## config.mk

```make
export PLATFORM = sky130hd
export DESIGN_NAME = pc_fetch_ctrl
export DESIGN_NICKNAME = d
export VERILOG_FILES = /design/src/rtl/pc_fetch_ctrl_pkg.sv /design/src/rtl/pc_addr_check.sv /design/src/rtl/pc_fetch_ctrl.sv
export SDC_FILE = /design/constraint.sdc
export NUM_CORES = 1
export LEC_CHECK = 0
export ABC_AREA = 1
export BUFFER_PORTS_ARGS = -buffer_cell sky130_fd_sc_hd__clkbuf_2
export CAP_MARGIN = 40
export CORE_ASPECT_RATIO = 0.6
export CORE_UTILIZATION = 40
export DETAILED_ROUTE_END_ITERATION = 16
export HOLD_SLACK_MARGIN = 0.08
export PLACE_DENSITY_LB_ADDON = 0.2
export SLEW_MARGIN = 20
export SYNTH_ARGS = -nofsm -noshare
export SYNTH_HDL_FRONTEND = slang
export SYNTH_SLANG_ARGS = --single-unit
```

## constraint.sdc

```tcl
create_clock -name clk -period 2.63 [get_ports clk]
set_input_delay 0.263 -clock clk [delete_from_list [all_inputs] [get_ports clk]]
set_output_delay 0.263 -clock clk [all_outputs]
set_load 0.03 [all_outputs]
```

## src/rtl/pc_fetch_ctrl_pkg.sv

```systemverilog
// Shared constants and state encoding for the fetch-stage PC controller.
package pc_fetch_ctrl_pkg;

   localparam logic [31:0] RESET_PC_DEF = 32'h0000_3000;
   localparam logic [31:0] EXC_PC_DEF   = 32'h0000_4180;
   localparam logic [31:0] IMEM_LO      = 32'h0000_3000;
   localparam logic [31:0] IMEM_HI      = 32'h0000_6FFC;

   typedef enum logic {
      S_RUN  = 1'b0,
      S_PEND = 1'b1
   } state_e;

endpackage

```

## src/rtl/pc_addr_check.sv

```systemverilog
// Combinational fetch-address check: word alignment and instruction-memory window.
module pc_addr_check
   import pc_fetch_ctrl_pkg::*;
(
   input  logic [31:0] i_addr,
   output logic        o_adel
);

   logic w_misaligned;
   logic w_out_of_range;

   assign w_misaligned   = (i_addr[1:0] != 2'b00);
   assign w_out_of_range = (i_addr < IMEM_LO) || (i_addr > IMEM_HI);
   assign o_adel         = w_misaligned || w_out_of_range;

endmodule

```

## src/rtl/pc_fetch_ctrl.sv

```systemverilog
// Fetch-stage program counter: increment, stall hold, branch redirect (deferred
// across stalls), exception entry and eret return.
module pc_fetch_ctrl
   import pc_fetch_ctrl_pkg::*;
#(
   parameter logic [31:0] RESET_PC = RESET_PC_DEF,
   parameter logic [31:0] EXC_PC   = EXC_PC_DEF
)(
   input  logic        clk,
   input  logic        reset,
   input  logic        stall,
   input  logic        br_valid,
   input  logic [31:0] br_target,
   input  logic        exc_req,
   input  logic        eret_req,
   input  logic [31:0] epc,
   output logic [31:0] pc_F,
   output logic [31:0] pc4_F,
   output logic        adel_F,
   output logic        redirect_pending
);

   state_e      r_state;
   logic [31:0] r_pc;
   logic [31:0] r_pend_target;
   logic        r_adel;

   state_e      w_state_next;
   logic [31:0] w_pc_next;
   logic [31:0] w_pend_next;
   logic        w_adel_next;

   always_comb begin
      w_state_next = r_state;
      w_pc_next    = r_pc;
      w_pend_next  = r_pend_target;
      if (exc_req) begin
         w_pc_next    = EXC_PC;
         w_state_next = S_RUN;
         w_pend_next  = 32'h0000_0000;
      end else if (eret_req) begin
         w_pc_next    = epc;
         w_state_next = S_RUN;
         w_pend_next  = 32'h0000_0000;
      end else if (stall) begin
         // Frozen F stage: latch the newest redirect so it survives the stall.
         if (br_valid) begin
            w_pend_next  = br_target;
            w_state_next = S_PEND;
         end else begin
            w_pend_next  = r_pend_target;
         end
      end else if (br_valid) begin
         w_pc_next    = br_target;
         w_state_next = S_RUN;
         w_pend_next  = 32'h0000_0000;
      end else if (r_state == S_PEND) begin
         w_pc_next    = r_pend_target;
         w_state_next = S_RUN;
         w_pend_next  = 32'h0000_0000;
      end else begin
         w_pc_next    = r_pc + 32'd4;
      end
   end

   pc_addr_check u_addr_check (
      .i_addr (w_pc_next),
      .o_adel (w_adel_next)
   );

   always_ff @(posedge clk) begin
      if (reset) begin
         r_state       <= S_RUN;
         r_pc          <= RESET_PC;
         r_pend_target <= 32'h0000_0000;
         r_adel        <= 1'b0;
      end else begin
         r_state       <= w_state_next;
         r_pc          <= w_pc_next;
         r_pend_target <= w_pend_next;
         r_adel        <= w_adel_next;
      end
   end

   assign pc_F             = r_pc;
   assign pc4_F            = r_pc + 32'd4;
   assign adel_F           = r_adel;
   assign redirect_pending = (r_state == S_PEND);

endmodule

```

==> summary.md <==
| Metric | Value |
|---|---|
| FILL cells | `1106` |
| First-pass GRT wire length | `24780 µm` |
| Commonest register cell after synthesis | `dfxtp_1` |
| R2R Setup Slk | `0.43 ns` |
| PD cells | `529.4 mW/mm²` |
| Hold path depth | `3` |
| Vias in the first global route | `4627` |
| CP Data Required Time | `2.37 ns` |
| DR iter-0 viols | `528` |
| Die X | `136.9 µm` |
| Vias | `5214` |
| Post-synthesis cell count | `704` |
| Crit path arrival time | `2.15 ns` |
| Dpl cell area | `0.005165 mm²` |
| Final nets | `900` |
| End of the worst hold path | `r_pend_target[3]` |
| RSZ-0062 raised after global routing | `no` |
| CP max FO | `5` |
| First-pass DRT Iterations | `5` |
| Vias/cell | `5.359` |
| Share of the clock period used by the worst path after layout | `91.64%` |
| Dpl hpwl | `12170 µm` |
| Htree depth | `3` |
| Library cells used by synthesis | `37` |
| Number of flops mapped to enable cells by yosys | `0` |
| Worst skew pair latency | `0.34 ns` |
| Total Wirelength | `15910 µm` |
| GPL Wtd Cong | `0.9488` |
| Post CTS Setup Buffer Count | `0` |
| I/O pin cnt | `136` |
| Fmax | `414.9 MHz` |
| GRT Total Usage | `28.84%` |
| HP Class | `in -> reg` |
| Drc violations | `0` |
| Minimum clock period | `2.410 ns` |
| Endpoints failing setup | `0` |
| CTS buffer count | `9` |
| Cell taking the most area after synthesis | `dfxtp_1` |
| Capturing point of the worst reg2reg path | `adel_F` |
| Register area share after synthesis | `30.27%` |
| FF+latch count, synth | `66` |
| Worst Tran Pin Value | `0.7764 ns` |
| Clock Tree Buf Depth | `2` |
| Area share of the largest cell type after synthesis | `30.27%` |
| Clock Skew | `0.004626 ns` |
| Global route overflow | `0` |
| Total power | `0.002893 W` |
| TNS Setup | `0 ns` |
| Clk pin slew, worst setup/hold paths | `0.05 ns` |
| Finished Core Util | `51.57%` |
| Synth area leaders | `dfxtp_1, nand2_1, nor2_1, o21ai_0, a21oi_1` |
| Reg2reg start | `pc_F[3]` |
| Critical Setup Path Class | `reg -> out` |
| Max_cap viols | `0` |
| Post-cts gate resize count | `0` |
| Warnings from Yosys | `0` |
| Hold Vio Cnt, Final | `0` |
| Largest net degree at the start of global routing | `39` |
| Initial antenna violation count | `0` |
| Synthesized Nets | `775` |
| Chip Height | `82.92 µm` |
| WL per Instance | `16.35 µm` |
| Root buffer cell | `clkbuf_16` |
| Worst path max stage delay | `0.52 ns` |
| Outcome | `finished, final reports clean` |
| Final Slew Violations | `0` |
| Total Die Area | `0.01135 mm²` |
| Num rows | `29` |
| CTS sink cnt | `66` |
| Hold Crit Start | `br_target[3]` |
| Starting Density | `41.20%` |
| Slowest-stage cell, CP | `dfxtp_1` |
| Post-synth ARST share | `0%` |
| Fin area | `0.005464 mm²` |
| Mapped Area | `0.004365 mm²` |
| Crit end category | `primary output` |
| Startpoint Class | `flop` |
| Diode count | `0` |
| Area grow syn2layout | `25.16%` |
| Post-DRT Antenna Nets | `0` |
| Worst-path cell chain | `nand2_2 > nor2_4 > nand2_4 > nor2_4 > nand2_2 > nor2_2 > xor2_1 > inv_1 > clkbuf_2` |
| Syn avg cell area | `6.201 µm²` |
| Lkg Pwr | `2.591 nW` |
| Share of cells above drive strength 1 | `25.66%` |
| Core area | `0.01060 mm²` |
| Clock tree from TritonCTS | `built` |
| CTS Hold Buffers Added | `0` |
| Port Buf Inserts | `135` |
| FF-to-FF path depth | `16` |
| Max-slew headroom | `48.18%` |
| Peak supply drop | `0.3693 mV` |
cell type report:
type | instances | area [µm²] | area share, %
multi-input combinational | 521 | 2577 | 47.17
sequential | 66 | 1321 | 24.18
timing repair buffer | 150 | 788.3 | 14.43
inverter | 81 | 304.0 | 5.564
clock buffer | 14 | 264.0 | 4.832
tap | 139 | 173.9 | 3.183
clock inverter | 2 | 35.03 | 0.6412
sequential cells by signal, indices dropped and copies added, names as in the netlist:
name,flops
redirect_pending,1
r_pend_target,32
pc_F,32
adel_F,1
worst max path at each step:
stage / start / end / slack, ns / depth (start not counted)
2_1_floorplan: pc_F[3] / adel_F / 0.44 / 14
3_3_place_gp: stall / adel_F / 0.51 / 12
3_5_place_dp: pc_F[3] / adel_F / 0.45 / 16
4_1_cts: pc_F[3] / pc4_F[28] / 0.24 / 9
5_1_grt: pc_F[3] / pc4_F[28] / 0.06 / 9
6_report: pc_F[8] / pc4_F[29] / 0.22 / 9
critical path, delay by kind of cell, from the launching register on:
family	cells	cell delay, ns
DFF	1	0.52
and+or+nand+nor	6	0.79
xor gates and xnor gates	1	0.23
buffers and inverters	2	0.25
per-layer routing:
layer	global-route usage (%)	vias to the layer above	wire (µm)
met5	0	-	0
li1	-	2518	-
met3	7.204	14	2123
met4	6.793	0	152
met1	45.29	2345	7520
met2	38.21	337	6113
through the flow:
stage          instances  setup slack, ns  hold WS [ns]
6_report             973           0.2199        0.1722
5_1_grt              973          0.06209        0.1800
4_1_cts              973           0.2392        0.1641
3_5_place_dp         957           0.4545        0.4586
3_3_place_gp         957           0.5082        0.4544
2_1_floorplan        704           0.4353        0.4017
layout by cell type, fill, tap and decap left out, drive strengths merged, types with 3 or more instances in the layout:
master / n
o22ai: 5
buf: 15
nand3: 56
o211ai: 3
xnor2: 4
o221ai: 7
nor2: 110
nand4: 5
nand2: 181
xor2: 7
clkbuf: 149
clkinv: 3
o21ai: 67
dfxtp: 66
inv: 79
a21oi: 64
power by group:
part | switching [W] | internal [W] | total, W
logic | 0.000404 | 0.000180 | 0.000584
clock network | 0.000438 | 0.000785 | 0.00122
registers | 0.0000514 | 0.00103 | 0.00109
logic make-up (layout without fill, tap and decap cells):
kind of cell,after synthesis,count (layout),synth area share [%]
xor+xnor,11,11,2.207
buf+inv,117,247,10.69
simple gates,359,359,37.80
fa+ha+maj,1,1,0.2866
compound gates,150,150,18.74
flops,66,66,30.27
synthesized netlist by cell type (4+ instances only):
cell	instances
buf_2	8
nand3_1	53
dfxtp_1	66
nor2_1	90
xor2_1	7
nand2_1	163
inv_1	74
o221ai_1	7
nand2_2	15
o21ai_0	65
o22ai_1	5
xnor2_1	4
buf_4	4
nor2_2	10
inv_2	5
clkbuf_1	21
nor2_4	8
nand4_1	5
a21oi_1	62
Power figures use the tool's default switching activity.
